File: src/rtl/if_stage_pkg.sv
// Shared fetch/decode constants: word width, reset vector and the bubble word
// decode treats as a never-executed instruction.
package if_stage_pkg;

    localparam int          IF_ADDRESS_LEN  = 32;
    localparam int          IF_QUEUE_DEPTH  = 2;
    localparam logic [31:0] IF_RESET_PC     = 32'h0000_0000;
    localparam logic [31:0] IF_BUBBLE_INSTR = 32'hF000_0000;

    // Occupancy counters must represent 0..depth inclusive.
    function automatic int cnt_width(input int depth);
        return $clog2(depth) + 1;
    endfunction

endpackage

File: src/rtl/fetch_queue.sv
// Prefetch FIFO of packed {addr, instr} entries; clear beats push, head is a
// plain read of the storage at the read pointer.
module fetch_queue
    import if_stage_pkg::*;
#(
    parameter int WIDTH = 64,
    parameter int DEPTH = 2,
    localparam int CW   = cnt_width(DEPTH)
) (
    input  logic             clk,
    input  logic             rst,
    input  logic             push,
    input  logic             pop,
    input  logic             clear,
    input  logic [WIDTH-1:0] din,
    output logic [WIDTH-1:0] head,
    output logic [CW-1:0]    count
);

    localparam int PW = $clog2(DEPTH);

    logic [DEPTH-1:0][WIDTH-1:0] mem;
    logic [PW-1:0]               wr_ptr;
    logic [PW-1:0]               rd_ptr;
    logic                        do_push;
    logic                        do_pop;

    assign do_push = push && !clear && !rst;
    assign do_pop  = pop && (count != '0);
    assign head    = mem[rd_ptr];

    always_ff @(posedge clk) begin
        if (do_push)
            mem[wr_ptr] <= din;
    end

    always_ff @(posedge clk) begin
        if (rst || clear) begin
            wr_ptr <= '0;
            rd_ptr <= '0;
            count  <= '0;
        end else begin
            if (do_push)
                wr_ptr <= wr_ptr + 1'b1;
            if (do_pop)
                rd_ptr <= rd_ptr + 1'b1;
            count <= count + CW'(do_push) - CW'(do_pop);
        end
    end

    // Upstream credit accounting must never push into a full queue without a pop.
    always_ff @(posedge clk) begin
        if (!rst && !clear && push && !do_pop)
            assert (int'(count) < DEPTH);
    end

endmodule

File: src/rtl/if_stage.sv
// Instruction fetch: owns the fetch PC, issues in-order imem requests under a
// credit limit and presents the prefetch queue head to decode.
module if_stage
    import if_stage_pkg::*;
#(
    parameter int                     ADDRESS_LEN  = IF_ADDRESS_LEN,
    parameter int                     QUEUE_DEPTH  = IF_QUEUE_DEPTH,
    parameter logic [ADDRESS_LEN-1:0] RESET_PC     = ADDRESS_LEN'(IF_RESET_PC),
    parameter logic [ADDRESS_LEN-1:0] BUBBLE_INSTR = ADDRESS_LEN'(IF_BUBBLE_INSTR)
) (
    input  logic                   clk,
    input  logic                   rst,
    input  logic                   freeze,
    input  logic                   branch_taken,
    input  logic [ADDRESS_LEN-1:0] branch_address,
    output logic                   imem_req_valid,
    input  logic                   imem_req_ready,
    output logic [ADDRESS_LEN-1:0] imem_addr,
    input  logic                   imem_rsp_valid,
    input  logic [ADDRESS_LEN-1:0] imem_rsp_data,
    output logic [ADDRESS_LEN-1:0] pc,
    output logic [ADDRESS_LEN-1:0] instruction,
    output logic                   if_valid
);

    localparam int CW = cnt_width(QUEUE_DEPTH);
    localparam int PW = $clog2(QUEUE_DEPTH);

    logic [ADDRESS_LEN-1:0]                  fetch_pc;
    logic [CW-1:0]                           count;
    logic [CW-1:0]                           outstanding;
    logic [CW-1:0]                           discard;
    logic [QUEUE_DEPTH-1:0][ADDRESS_LEN-1:0] req_addr;
    logic [PW-1:0]                           req_wr;
    logic [PW-1:0]                           req_rd;
    logic [2*ADDRESS_LEN-1:0]                head;
    logic                                    deq;
    logic                                    req_fire;
    logic                                    rsp_keep;

    assign if_valid       = (count != '0);
    assign deq            = if_valid && !freeze && !branch_taken;
    // Queue slots already spoken for (held + in flight) must leave room for one more.
    assign imem_req_valid = !rst && !branch_taken &&
                            (int'(count) + int'(outstanding) - int'(deq) < QUEUE_DEPTH);
    assign imem_addr      = fetch_pc;
    assign req_fire       = imem_req_valid && imem_req_ready;
    assign rsp_keep       = imem_rsp_valid && (discard == '0);

    assign instruction = if_valid ? head[ADDRESS_LEN-1:0] : BUBBLE_INSTR;
    assign pc          = if_valid ? head[2*ADDRESS_LEN-1:ADDRESS_LEN] + ADDRESS_LEN'(4)
                                  : '0;

    fetch_queue #(
        .WIDTH (2*ADDRESS_LEN),
        .DEPTH (QUEUE_DEPTH)
    ) u_fetch_queue (
        .clk   (clk),
        .rst   (rst),
        .push  (rsp_keep),
        .pop   (deq),
        .clear (branch_taken),
        .din   ({req_addr[req_rd], imem_rsp_data}),
        .head  (head),
        .count (count)
    );

    // Every response, kept or discarded, retires the oldest tracked request address.
    always_ff @(posedge clk) begin
        if (rst) begin
            fetch_pc    <= RESET_PC;
            outstanding <= '0;
            discard     <= '0;
            req_wr      <= '0;
            req_rd      <= '0;
        end else begin
            if (req_fire) begin
                req_addr[req_wr] <= fetch_pc;
                req_wr           <= req_wr + 1'b1;
            end
            if (imem_rsp_valid)
                req_rd <= req_rd + 1'b1;
            outstanding <= outstanding + CW'(req_fire) - CW'(imem_rsp_valid);
            if (branch_taken) begin
                fetch_pc <= branch_address;
                discard  <= outstanding - CW'(imem_rsp_valid);
            end else begin
                if (req_fire)
                    fetch_pc <= fetch_pc + ADDRESS_LEN'(4);
                if (imem_rsp_valid && discard != '0)
                    discard <= discard - 1'b1;
            end
        end
    end

endmodule
File: config.mk
export PLATFORM = sky130hd
export DESIGN_NAME = if_stage
export DESIGN_NICKNAME = d
export VERILOG_FILES = /design/src/rtl/if_stage_pkg.sv /design/src/rtl/fetch_queue.sv /design/src/rtl/if_stage.sv
export SDC_FILE = /design/constraint.sdc
export NUM_CORES = 1
export LEC_CHECK = 0
export ABC_AREA = 1
export BUFFER_PORTS_ARGS = -buffer_cell sky130_fd_sc_hd__buf_2
export CAP_MARGIN = 40
export CORE_ASPECT_RATIO = 1.75
export CORE_MARGIN = 1.5
export CORE_UTILIZATION = 35
export CTS_BUF_LIST = sky130_fd_sc_hd__clkbuf_2
export DETAILED_ROUTE_END_ITERATION = 7
export GPL_TIMING_DRIVEN = 0
export REMOVE_ABC_BUFFERS = 1
export SETUP_SLACK_MARGIN = 0.15
export SYNTH_ARGS = -nofsm -noshare
export SYNTH_HDL_FRONTEND = slang
export SYNTH_SLANG_ARGS = --single-unit
File: constraint.sdc
create_clock -name clk -period 5.1 [get_ports clk]
set_input_delay 1.275 -clock clk [delete_from_list [all_inputs] [get_ports clk]]
set_output_delay 1.275 -clock clk [all_outputs]
set_load 0.03 [all_outputs]
# After elaboration in Yosys (flattened, before gate mapping)
# Cells that the tools add are included.
[word_totals]
register_bits = 234
input_bits = 70
output_inout_bits = 98
elab_cells = 72
[classes]
add_sub_neg = 14
order_cmp = 7
mux = 16
n_bitwise = 1
n_reduce_logical = 22
[ops]
columns = ["operator", "n"]
rows = [
  ["32-bit two-way mux", 7],
  ["64-bit two-way mux", 3],
  ["128-bit bitwise mux", 1],
  ["32-bit by 3-bit adder with 32-bit output, second input constant", 2],
  ["64-bit bitwise mux", 1],
  ["64-bit demux with 1-bit select", 1],
  ["32-bit demux with 1-bit select", 1],
  ["1-bit logical AND", 12],
  ["1-bit by 2-bit less-than comparator with 1-bit output, second input constant", 4],
  ["2-bit nonzero test", 4],
  ["2-bit by 1-bit subtractor with 2-bit output", 3],
  ["1-bit adder, second input constant", 4],
  ["2-bit by 1-bit adder with 2-bit output", 2],
  ["4-bit by 3-bit less-than comparator with 1-bit output, second input constant", 1],
  ["2-bit two-way mux", 2],
  ["3-bit by 1-bit subtractor with 4-bit output", 1],
  ["2-bit by 2-bit adder with 3-bit output", 1],
  ["1-bit logical NOT", 3],
  ["1-bit greater-or-equal comparator, second input constant", 2],
  ["2-bit logical NOT", 1],
  ["2-bit AND reduction", 1],
  ["2-bit by 1-bit subtractor with 2-bit output, second input constant", 1],
  ["1-bit logical OR", 1],
  ["1-bit NOT", 1],
]

# Longest topological paths before layout
[depth]
ltp_word = 9
mapped_depth = 19
mapped_depth_nobuf = 17

# Cells and area by module
# From an unflattened synthesis, not the netlist that was laid out.
[hier_totals]
hier_cells = 1105
hier_area_um2 = 11320.9
[modules_own_cells]
columns = ["module", "instances", "cells_each", "area_per_inst_um2"]
rows = [
  ["if_stage", 1, 872, 6327.3],
  ["fetch_queue", 1, 233, 4993.5],
]

# Worst setup path before layout
# No wires, ideal clock.
[synth_timing]
path_kind = "in2reg"
startpoint = "input port rst"
endpoint = "register u_fetch_queue.mem[100] (netlist bit) (enable)"
arrival_time_ns = 4.585
path_slack_ns = 0.027
cell_stages = 6
path_buffers = 1
path_cell_list = "buf_2 > nor2_1 > inv_1 > nor2_1 > inv_1 > nor2_1"
[synth_between]
elab_chain_len = 2
[synth_lines]
columns = ["item", "line_no", "text"]
rows = [
  ["from (decl)", "if_stage.sv:12", "input logic rst,"],
  ["1-bit logical NOT", "fetch_queue.sv:28", "assign do_push = push && !clear && !rst;"],
  ["1-bit logical AND", "fetch_queue.sv:28", ""],
  ["named net u_fetch_queue.do_push", "fetch_queue.sv:25", "logic do_push;"],
  ["to (signal, indexed assignment)", "fetch_queue.sv:34", "mem[wr_ptr] <= din;"],
  ["to (decl)", "fetch_queue.sv:22", "logic [DEPTH-1:0][WIDTH-1:0] mem;"],
]
# The timed path passes the listed nets, and every way through them passes these cells.
# A chain may end at the register's enable or synchronous reset.

# Worst setup path in the final report
[layout_timing]
startpoint = "input port branch_taken"
endpoint = "output port imem_req_valid"
[layout_between]
elab_chain_len = 5
word_cells_on_any_way = 6
classes_between = "add/sub: 1; order compare: 1; reduce/logical: 4"
[layout_lines]
columns = ["item", "line_no", "text"]
rows = [
  ["from (decl)", "if_stage.sv:14", "input logic branch_taken,"],
  ["1-bit logical NOT (*)", "-", ""],
  ["1-bit logical AND", "if_stage.sv:42", "assign deq = if_valid && !freeze && !branch_taken;"],
  ["3-bit by 1-bit subtractor with 4-bit output", "if_stage.sv:45", "(int'(count) + int'(outstanding) - int'(deq) < QUEUE_DEPTH);"],
  ["4-bit by 3-bit less-than comparator with 1-bit output", "if_stage.sv:45", ""],
  ["1-bit logical AND (*)", "if_stage.sv:44", "assign imem_req_valid = !rst && !branch_taken &&"],
  ["to (decl)", "if_stage.sv:16", "output logic imem_req_valid,"],
]
# Mark *: on every way between the ends. The rest lies on a longest branch, timed or not.

==> impl_metrics.toml <==
[finish]
stdcell_area_um2 = 12900
synthToLayoutAreaGrowth_pct = 17.8
multi_input_area_um2 = 3880
seq_area_um2 = 6610
fin_util = 0.419
nFillCells = 3044
fin_nets = 1435
drive_gt1_frac = 0.242

[sta]
hold_slack_ns = 0.521
final-setup-viol-count = 0
finalMaxSlewViolations = 0
period_minus_slack_ns = 4.63
tightest_slew_ns = 0.800
rsz0062_at_grt = "yes"
slew_headroom = 0.466
hold_viol_final = 0
fmax_ghz = 0.216
skew_ns = 0.0699
fin_tns_setup_ns = 0
finalCritPeriodShare = 0.908

[die]
fp.dieH_um = 237
fp.dieArea_um2 = 32300
num_rows = 85
ios = 168
initial_core_util = 0.355
die_x_um = 136
core_um2 = 30700

[grt]
antenna_found_initial = 1
grt_pass1_vias = 8146
grt_max_degree = 44
grtUsageTotal = 0.168
overflow = 0
grt_pass1_wl_um = 41900

[drt]
first_iter_violations = 396
drt_first_pass_iters = 5
drc_errors = 0
drtAntennaViolNets = 0
wl_um = 27200
post_drt_wl_per_cell_um = 15.2
num_vias = 8511
via_per_inst = 4.76

[yosys]
synth_flop_cell = "edfxtp_1"
yosysMostFrequentCell = "nand2_1"
synth_warnings = 0
syn_inst = 1159
netlist.area_leader.share = 0.528
synthesis.area_um2 = 10900
synth_seq_area_share = 0.605
synth_edf_count = 192
synth_area_leaders = "edfxtp_1 53%, nand2_1 14%, dfxtp_1 7.7%, nor2_1 5.0%, a21oi_1 3.5%"
yosysTopAreaCell = "edfxtp_1"
syn_avg_cell_area_um2 = 9.42
synth_seq_cells = 234
synth.distinct_cells = 37
synth.top_cells.by_count = "400 x nand2_1, 192 x edfxtp_1, 145 x nor2_1, 76 x a21oi_1, 68 x inv_1"
synthArstFlopShare = 0

[clocking]
clk_path_buf_depth = 3
htreeDepth = 2
cts_hold_repair.buffers = 0
root_buffer = "clkbuf_2"
cts_buffers = 52
cts_tree = "built"
clkSlewWorstSetupHoldPaths_ns = 0.11
clock-sinks = 234
clk_latency_ns = 0.85

[power]
clkPwrFrac = 0.323
p_leak_nw = 5.28
peakVddDrop_mv = 0.147
p_int_mw = 2.75
total_power_mw = 3.75
p_sw_uw = 998
sequentialPowerShare = 0.583
powerDensity_nw_per_um2 = 291
p_comb_frac = 0.095
swShare = 0.266

[worst_setup_path]
cp.arrival_ns = 3.35
path_class = "in -> out"
crit_required_ns = 3.83
critPathMaxFanout = 38
start_kind = "input pin"
endpoint_kind = "output port"

[placement]
dpl_cell_area_um2 = 12300
dp_hpwl_um = 19700
place.port_buffers = 167
gp_congestion = 0.906

[run]
cap_violations = 0

[run_status]
status = "completed"

[worst_hold_path]
min-delay-path-class = "reg -> reg"
## layout make-up
class / count / area share
clock buffers: 86 / 0.0335
clock inverters: 12 / 0.00593
flip-flops and latches: 234 / 0.514
multi-input cells: 812 / 0.302
well taps: 391 / 0.0380
diodes: 1 / 0.000195
inverters: 74 / 0.0222
repair buffers: 179 / 0.0843
## repair_timing
item	4_1_cts	5_1_grt
gates resized for setup	2	4
setup buffers	1	0
endpoints found under the setup margin	16	8
## through the flow
stage | worst slack [ns] | std cells
detailed placement | 0.305 | 1689
global route | 0.117 | 1789
global placement | -2.92 | 1678
finish | 0.471 | 1789
CTS | 0.212 | 1788
floorplan | -0.294 | 1120
## per-layer routing
layer / vias up / track usage / routed length [µm]
met1: 3914 / 0.172 / 9990
met2: 249 / 0.311 / 14500
met5: - / 0 / 0
met3: 89 / 0.0278 / 1310
li1: 4259 / - / -
met4: 0 / 0.0996 / 1420
## cells by family (layout without fill, tap and decap cells)
kind of cell | count (synthesis) | after routing | synth area share
AND/OR/NAND/NOR | 643 | 643 | 0.239
flip-flops | 234 | 234 | 0.605
multiplexers | 32 | 32 | 0.0330
other | 0 | 1 | 0
XOR/XNOR | 17 | 17 | 0.0136
adder cells (fa/ha/maj) | 12 | 12 | 0.0144
buffers and inverters | 113 | 351 | 0.0429
AO/OA/AOI/OAI | 108 | 108 | 0.0514
## final timing paths
path         slack [ns]                              end  cells after the start                         startpoint
min                0.52  u_fetch_queue.mem[54]$_DFFE_PP_                      1             req_addr[22]$_DFFE_PP_
max                0.47                   imem_req_valid                     13                       branch_taken
min reg2reg        0.52  u_fetch_queue.mem[54]$_DFFE_PP_                      1             req_addr[22]$_DFFE_PP_
max reg2reg        1.62        outstanding[1]$_SDFF_PP0_                     17  u_fetch_queue.count[1]$_SDFF_PP0_
## critical path, stage by stage
cell      delay (ns)
clkbuf_4        0.31
nor3_1          0.29
ha_1            0.27
inv_1           0.07
nand2_1         0.07
fa_1            0.52
nand2_1         0.06
nand2_1         0.05
nand2_1         0.06
inv_2           0.07
nand2_1         0.05
inv_1           0.05
buf_2           0.18
## power by group through the flow
stage / registers (mW) / logic (mW) / clock network, mW
floorplan: 2.24 / 0.194 / 0
global placement: 2.23 / 0.335 / 0
detailed placement: 2.23 / 0.357 / 0
CTS: 2.19 / 0.360 / 1.27
global route: 2.19 / 0.393 / 1.35
finish: 2.19 / 0.354 / 1.21
## layout by cell type, fill, tap and decap left out, drive strengths merged
master and instances:
or2 2, nor3 6, ha 11, nand3 51, fa 1, xnor2 12
diode 1, xor2 5, o21ai 25, clkbuf 87, nor2 156, o21bai 1
bufinv 1, a21oi 76, mux2 32, nand3b 13, nand4 3, clkinvlp 1
clkinv 11, dfxtp 42, edfxtp 192, inv 73, buf 178, a21boi 3
a31oi 2, o221ai 1, nand2 412
## state kept, by name, indices dropped and copies added (netlist names), 2 cells and up
signal               cells
imem_addr               32
discard                  2
u_fetch_queue.mem      128
u_fetch_queue.count      2
req_addr                64
outstanding              2
Note: power is estimated with default switching activity, not from simulation.
